File: src/rtl/camera_pkg.sv
// Shared state type, default 100 MHz timing and small helpers for the
// camera bring-up sequencer.
package camera_pkg;

  typedef enum logic [3:0] {
    IDLE       = 4'd0,
    PWDN       = 4'd1,
    RESET      = 4'd2,
    SETTLE     = 4'd3,
    REQ_CFG    = 4'd4,
    WAIT_START = 4'd5,
    WAIT_DONE  = 4'd6,
    READY      = 4'd7,
    ERROR      = 4'd8
  } bringup_state_t;

  // Datasheet power-up timing at 100 MHz: 1 ms, 1 ms, 20 ms; 500 ms load budget.
  localparam int DEF_PWDN_CYCLES   = 100_000;
  localparam int DEF_RST_CYCLES    = 100_000;
  localparam int DEF_SETTLE_CYCLES = 2_000_000;
  localparam int DEF_CFG_TIMEOUT   = 50_000_000;
  localparam int DEF_MAX_RETRIES   = 3;

  // Largest of the four cycle counts; sizes the shared counters.
  function automatic int max_cycles(input int a, input int b, input int c, input int d);
    int m;
    m = a;
    if (b > m) m = b;
    if (c > m) m = c;
    if (d > m) m = d;
    return m;
  endfunction

  // States during which the configuration timeout is running.
  function automatic logic in_cfg_phase(input bringup_state_t s);
    return (s == REQ_CFG) || (s == WAIT_START) || (s == WAIT_DONE);
  endfunction

endpackage

File: src/rtl/camera_bringup_if.sv
// Load-request handshake between the bring-up sequencer (master) and the
// BRAM-to-SCCB register loader (slave).
interface camera_bringup_if;
  logic init_valid;
  logic init_ready;

  modport master (output init_valid, input init_ready);
  modport slave  (input init_valid, output init_ready);
endinterface

File: src/rtl/cycle_timer.sv
// Up-counter with synchronous clear, used for the per-state timer and the
// configuration timeout counter.
module cycle_timer #(
  parameter int WIDTH = 8
) (
  input  logic             clk_in,
  input  logic             rst_in,
  input  logic             clear_in,
  output logic [WIDTH-1:0] count_out
);

  logic [WIDTH-1:0] count_q;
  logic [WIDTH-1:0] count_d;

  // Next count: restart at zero on clear, otherwise advance by one.
  always_comb begin
    count_d = count_q + 1'b1;
    if (clear_in) count_d = '0;
  end

  // Counter register.
  always_ff @(posedge clk_in or negedge rst_in) begin
    if (!rst_in) count_q <= '0;
    else         count_q <= count_d;
  end

  assign count_out = count_q;

endmodule

File: src/rtl/camera_bringup.sv
// Camera power-up sequencer: walks PWDN/RESETB through the datasheet timing,
// requests the register load, waits for the loader to finish, and retries
// with a full power cycle on timeout until the retry budget is spent.
module camera_bringup
  import camera_pkg::*;
#(
  parameter int PWDN_CYCLES   = DEF_PWDN_CYCLES,
  parameter int RST_CYCLES    = DEF_RST_CYCLES,
  parameter int SETTLE_CYCLES = DEF_SETTLE_CYCLES,
  parameter int CFG_TIMEOUT   = DEF_CFG_TIMEOUT,
  parameter int MAX_RETRIES   = DEF_MAX_RETRIES
) (
  input  logic                    clk_in,
  input  logic                    rst_in,
  input  logic                    start_in,
  camera_bringup_if.master        init_if,
  output logic                    cam_pwdn_out,
  output logic                    cam_rst_n_out,
  output logic                    cam_ready_out,
  output logic                    busy_out,
  output logic                    error_out,
  output logic [7:0]              retries_out
);

  localparam int TIMER_W = $clog2(max_cycles(PWDN_CYCLES, RST_CYCLES,
                                             SETTLE_CYCLES, CFG_TIMEOUT)) + 1;
  localparam logic [TIMER_W-1:0] PWDN_LAST   = TIMER_W'(PWDN_CYCLES - 1);
  localparam logic [TIMER_W-1:0] RST_LAST    = TIMER_W'(RST_CYCLES - 1);
  localparam logic [TIMER_W-1:0] SETTLE_LAST = TIMER_W'(SETTLE_CYCLES - 1);
  localparam logic [TIMER_W-1:0] CFG_LAST    = TIMER_W'(CFG_TIMEOUT - 1);
  localparam logic [7:0]         RETRY_LIMIT = 8'(MAX_RETRIES);

  bringup_state_t     state_q, state_d;
  logic [7:0]         retries_q, retries_d;
  logic [TIMER_W-1:0] timer_cnt, cfg_cnt;
  logic               timer_clear, cfg_clear;
  logic               cfg_done, cfg_expired;
  logic               valid_o;

  // State timer restarts on every state change; the cfg counter spans the
  // whole request/load window and only restarts on entry to REQ_CFG.
  assign timer_clear = (state_d != state_q);
  assign cfg_clear   = !in_cfg_phase(state_d) ||
                       ((state_d == REQ_CFG) && (state_q != REQ_CFG));

  cycle_timer #(.WIDTH(TIMER_W)) u_state_timer (
    .clk_in   (clk_in),
    .rst_in   (rst_in),
    .clear_in (timer_clear),
    .count_out(timer_cnt)
  );

  cycle_timer #(.WIDTH(TIMER_W)) u_cfg_timer (
    .clk_in   (clk_in),
    .rst_in   (rst_in),
    .clear_in (cfg_clear),
    .count_out(cfg_cnt)
  );

  // Load completion beats a timeout landing on the same edge.
  assign cfg_done    = (state_q == WAIT_DONE) && init_if.init_ready;
  assign cfg_expired = in_cfg_phase(state_q) && (cfg_cnt == CFG_LAST) && !cfg_done;

  // Next-state and retry bookkeeping.
  always_comb begin
    state_d   = state_q;
    retries_d = retries_q;
    case (state_q)
      IDLE, READY, ERROR: begin
        if (start_in) begin
          state_d   = PWDN;
          retries_d = '0;
        end
      end
      PWDN:       if (timer_cnt == PWDN_LAST)   state_d = RESET;
      RESET:      if (timer_cnt == RST_LAST)    state_d = SETTLE;
      SETTLE:     if (timer_cnt == SETTLE_LAST) state_d = REQ_CFG;
      REQ_CFG:    if (init_if.init_ready)       state_d = WAIT_START;
      WAIT_START: if (!init_if.init_ready)      state_d = WAIT_DONE;
      WAIT_DONE:  if (init_if.init_ready)       state_d = READY;
      default:    state_d = IDLE;
    endcase
    if (cfg_expired) begin
      retries_d = retries_q + 8'd1;
      state_d   = (retries_d == RETRY_LIMIT) ? ERROR : PWDN;
    end
  end

  // State and retry registers.
  always_ff @(posedge clk_in or negedge rst_in) begin
    if (!rst_in) begin
      state_q   <= IDLE;
      retries_q <= '0;
    end else begin
      state_q   <= state_d;
      retries_q <= retries_d;
    end
  end

  // Moore output decode from the registered state.
  always_comb begin
    cam_pwdn_out  = 1'b0;
    cam_rst_n_out = 1'b1;
    valid_o       = 1'b0;
    cam_ready_out = 1'b0;
    busy_out      = 1'b0;
    error_out     = 1'b0;
    case (state_q)
      IDLE: begin
        cam_pwdn_out  = 1'b1;
        cam_rst_n_out = 1'b0;
      end
      PWDN: begin
        cam_pwdn_out  = 1'b1;
        cam_rst_n_out = 1'b0;
        busy_out      = 1'b1;
      end
      RESET: begin
        cam_rst_n_out = 1'b0;
        busy_out      = 1'b1;
      end
      SETTLE, WAIT_START, WAIT_DONE: busy_out = 1'b1;
      REQ_CFG: begin
        valid_o  = 1'b1;
        busy_out = 1'b1;
      end
      READY: cam_ready_out = 1'b1;
      ERROR: begin
        cam_pwdn_out  = 1'b1;
        cam_rst_n_out = 1'b0;
        error_out     = 1'b1;
      end
      default: begin
        cam_pwdn_out  = 1'b1;
        cam_rst_n_out = 1'b0;
      end
    endcase
  end

  assign init_if.init_valid = valid_o;
  assign retries_out        = retries_q;

endmodule

File: src/flat_wrapper.sv
// flat-port wrapper written by rule: the top's interface ports become plain ports
module camera_bringup_flat import camera_pkg::*;
#(
  parameter int PWDN_CYCLES   = DEF_PWDN_CYCLES,
  parameter int RST_CYCLES    = DEF_RST_CYCLES,
  parameter int SETTLE_CYCLES = DEF_SETTLE_CYCLES,
  parameter int CFG_TIMEOUT   = DEF_CFG_TIMEOUT,
  parameter int MAX_RETRIES   = DEF_MAX_RETRIES
)
  (clk_in, rst_in, start_in, cam_pwdn_out, cam_rst_n_out, cam_ready_out, busy_out, error_out, retries_out, init_if_init_valid, init_if_init_ready);
  camera_bringup_if init_if_i ();
  input  logic clk_in;
  input  logic rst_in;
  input  logic start_in;
  output logic cam_pwdn_out;
  output logic cam_rst_n_out;
  output logic cam_ready_out;
  output logic busy_out;
  output logic error_out;
  output logic [7:0] retries_out;
  output wire logic [$bits(init_if_i.init_valid)-1:0] init_if_init_valid;
  input wire logic [$bits(init_if_i.init_ready)-1:0] init_if_init_ready;
  assign init_if_init_valid = init_if_i.init_valid;
  assign init_if_i.init_ready = init_if_init_ready;
  camera_bringup #(.PWDN_CYCLES(PWDN_CYCLES), .RST_CYCLES(RST_CYCLES), .SETTLE_CYCLES(SETTLE_CYCLES), .CFG_TIMEOUT(CFG_TIMEOUT), .MAX_RETRIES(MAX_RETRIES)) u_core (.clk_in(clk_in), .rst_in(rst_in), .start_in(start_in), .init_if(init_if_i), .cam_pwdn_out(cam_pwdn_out), .cam_rst_n_out(cam_rst_n_out), .cam_ready_out(cam_ready_out), .busy_out(busy_out), .error_out(error_out), .retries_out(retries_out));
endmodule
File: config.mk
export PLATFORM = sky130hd
export DESIGN_NAME = camera_bringup_flat
export DESIGN_NICKNAME = d
export VERILOG_FILES = /design/src/rtl/camera_pkg.sv /design/src/rtl/camera_bringup_if.sv /design/src/rtl/cycle_timer.sv /design/src/rtl/camera_bringup.sv /design/src/flat_wrapper.sv
export SDC_FILE = /design/constraint.sdc
export NUM_CORES = 1
export LEC_CHECK = 0
export BUFFER_PORTS_ARGS = -buffer_cell sky130_fd_sc_hd__buf_4
export CORE_MARGIN = 2
export CORE_UTILIZATION = 23
export CTS_BUF_LIST = sky130_fd_sc_hd__clkbuf_16
export DETAILED_ROUTE_END_ITERATION = 8
export GPL_TIMING_DRIVEN = 0
export PLACE_DENSITY = 0.36
export SYNTH_ARGS = -nofsm -noshare
export SYNTH_HDL_FRONTEND = slang
export SYNTH_SLANG_ARGS = --single-unit
File: constraint.sdc
create_clock -name clk_in -period 2.4 [get_ports clk_in]
set_input_delay 0.36 -clock clk_in [delete_from_list [all_inputs] [get_ports clk_in]]
set_output_delay 0.36 -clock clk_in [all_outputs]
set_load 0.02 [all_outputs]
==> impl_metrics.yaml <==
pwr:
  leakage_nw: 2.094
  ir_drop_uv: 327.1
  p_per_area_mw_per_mm2: 493.2
final_layout:
  final_area_mm2: 0.005658
  syn2layout_area_growth_pct: 43.24
  n_antenna_cell: 0
  mostFrequentLayoutCell: "dfrtp_1"
  mostFrequentLayoutCells: "dfrtp_1 (57), nand2_1 (48), buf_4 (42)"
  fin_util_pct: 33.88
  fillers: 1748
  instances_no_fill: 706
  nNetsFinal: 489
  drive_above_1_share_pct: 37.86
logic_synthesis:
  syn_nets: 426
  avgSynthCellArea_um2: 9.450
  postSynthCellCount: 418
  async_reset_ff_share_pct: 100.0
  synth_edf_count: 0
  netlist_area_mm2: 0.003950
  ys_warn_count: 0
  seq_area_frac_synth_pct: 41.81
  ys_ff_latch: 66
  synthDistinctLibCells: 50
  synthFlopType: "dfrtp_1"
timing:
  finClkSkew_ns: 0.009954
  hold_viol_final: 0
  slew_violations: 0
  rsz0062_at_grt: "true"
  hold_slack_ns: 0.1634
  worst_pin_slew_ns: 0.9109
  finalWorstSetupSlack_ns: -0.1193
  timing.slew.headroom_pct: 39.27
  finalCritPeriodShare_pct: 105.0
  tns_ns: -2.954
  setup_viol: 49
  fmax_mhz: 396.9
  period_needed_ns: 2.519
clock_network:
  cts-root-buf: "clkbuf_16"
  clk_pin_slew_ns: 0.06
  clock_path_buffers: 2
  clk_latency_ns: 0.34
  cts.sinks: 66
  tritoncts: "built"
  htree_levels: 3
  numCtsBuffers: 9
setup_path:
  crit_type: "reg -> reg"
  end_kind: "flip-flop"
  startpoint_type: "flip-flop"
  cp_data_arrival_time_ns: 2.77
  cpLargestDelayFamily: "simple AND/OR/NAND/NOR gates"
  path_cells: "or4_4, nor4_4, a21oi_1, o211a_1, o221a_4, and2_4, buf_12, clkbuf_16, nor4_4"
  cp_data_required_time_ns: 2.65
  cpMaxStageDelayCell: "or4_4"
  critPathBufInv: 2
  cpMostUsedCell: "nor4_4"
  cp_max_fo: 6
  critPathMaxStageDelay_ns: 0.53
routing:
  ant_nets: 0
  vias: 3301
  drt_iter0_markers: 120
  drt_wl_total_um: 10990
  wl_per_cell_um: 15.57
  viasPerCell: 4.676
  dr.pass1.iters: 4
  drc: 0
global_route:
  track_usage_pct: 12.38
  grt-ovfl-total: 0
  grt_max_degree: 67
  grt_pass1_wl_um: 17440
  grt_pass1_vias: 3275
  antenna_found_initial: 0
min_path:
  worstHoldPathType: "in -> async"
placement:
  dp_hpwl_um: 6701
  port_buffers: 17
  dp_cells: 655
  routabilityCongestion: 0.7073
  placed_area_mm2: 0.004369
run_status:
  status: "complete, but fails checks"
  violations: "negative setup slack"
floorplanning:
  die_x_um: 135.1
  core.rowCount: 47
  die_y_um: 135.1
  initial_core_util_pct: 23.65
  die-area_mm2: 0.01824
  io_pins: 18
  core_mm2: 0.01670
run:
  maxCapViolations: 0
==> layout make-up <==
type	count	area (um2)	area share, %
well taps	220	275.3	4.865
inverters	11	41.29	0.7298
multi-input cells	320	2649	46.82
plain buffers	17	212.7	3.759
repair buffers	56	561.8	9.929
clock inverters	7	30.03	0.5307
flip-flops and latches	66	1663	29.39
clock buffers	9	225.2	3.981
==> synth_stat cells, types with 3 or more instances <==
| cell type | number | area, um2 |
|---|---|---|
| nand2b_1 | 5 | 31.28 |
| a21oi_1 | 4 | 20.02 |
| nand2_1 | 49 | 183.9 |
| xor2_1 | 29 | 254.0 |
| nor4_1 | 15 | 93.84 |
| nor4b_1 | 3 | 26.28 |
| or3_1 | 3 | 18.77 |
| inv_1 | 11 | 41.29 |
| dfrtp_1 | 66 | 1652 |
| nor2_1 | 48 | 180.2 |
| xnor2_1 | 25 | 219.0 |
| and3_1 | 7 | 43.79 |
| clkbuf_1 | 10 | 37.54 |
| buf_6 | 3 | 33.78 |
| nor4_2 | 20 | 250.2 |
| nor3_1 | 8 | 40.04 |
| o21ai_0 | 13 | 65.06 |
| and2_1 | 7 | 43.79 |
| ha_1 | 4 | 50.05 |
| nand3_1 | 25 | 125.1 |
| buf_2 | 6 | 30.03 |
| nor3b_1 | 5 | 37.54 |
| nand4_1 | 18 | 112.6 |
| or2_2 | 3 | 18.77 |
==> where the power goes <==
part | total, W | switching (W) | internal, W
logic | 0.000435 | 0.000217 | 0.000218
clock network | 0.00117 | 0.000494 | 0.000678
registers | 0.00118 | 0.0000391 | 0.00114
total | 0.00279 | 0.000750 | 0.00204
==> state kept, by name (all words and copies together), names as in the netlist <==
register / count
u_core.state_q: 4
u_core.u_state_timer.count_out: 27
u_core.retries_out: 8
u_core.u_cfg_timer.count_out: 27
==> per-stage QoR <==
stage          total power [W]  setup slack, ns
2_1_floorplan         0.001320         -0.02535
3_3_place_gp          0.001391          -0.6247
3_5_place_dp          0.001394          -0.6214
4_1_cts               0.002709          -0.1442
5_1_grt               0.002935          -0.2256
6_report              0.002791          -0.1193
==> cell families (layout without fill, tap and decap cells) <==
family	count (synthesis)	in the layout	share of synthesized area, %
and+or+nand+nor	228	228	33.58
DFF	66	66	41.81
xor gates and xnor gates	55	55	12.39
AOI/OAI and AO/OA	32	32	6.050
buffers and inverters	32	100	4.625
adders and majority gates	4	4	1.267
muxes	1	1	0.2851
==> routing by layer <==
metal / track usage (%) / up-vias / wire length (um)
met4: 3.877 / 0 / 150
met2: 19.71 / 37 / 5453
met3: 3.829 / 11 / 300
met1: 16.10 / 1657 / 5089
li1: - / 1596 / -
met5: 0 / - / 0
==> path summary, 6_finish.rpt <==
check                                                      to  slack (ns)                               start  cells past startpoint
max                          u_core.u_cfg_timer.count_out[11]       -0.12  u_core.u_state_timer.count_out[25]                      9
min                        u_core.u_state_timer.count_out[15]        0.16                              rst_in                      1
max reg2reg                  u_core.u_cfg_timer.count_out[11]       -0.12  u_core.u_state_timer.count_out[25]                      9
min reg2reg                   u_core.u_cfg_timer.count_out[0]        0.49     u_core.u_cfg_timer.count_out[0]                      1
max in group asynchronous     u_core.u_cfg_timer.count_out[0]        1.60                              rst_in                      1
min in group clk_in                         u_core.state_q[3]        0.27                            start_in                      2
==> repair_timing <==
item	4_1_cts	5_1_grt
setup endpoints to repair	55	54
pin swaps	11	34
cloned	2	4
gates resized for setup	62	95
setup buffers	26	8
hold buffers	0	0
Note: power is estimated with default switching activity, not from simulation.
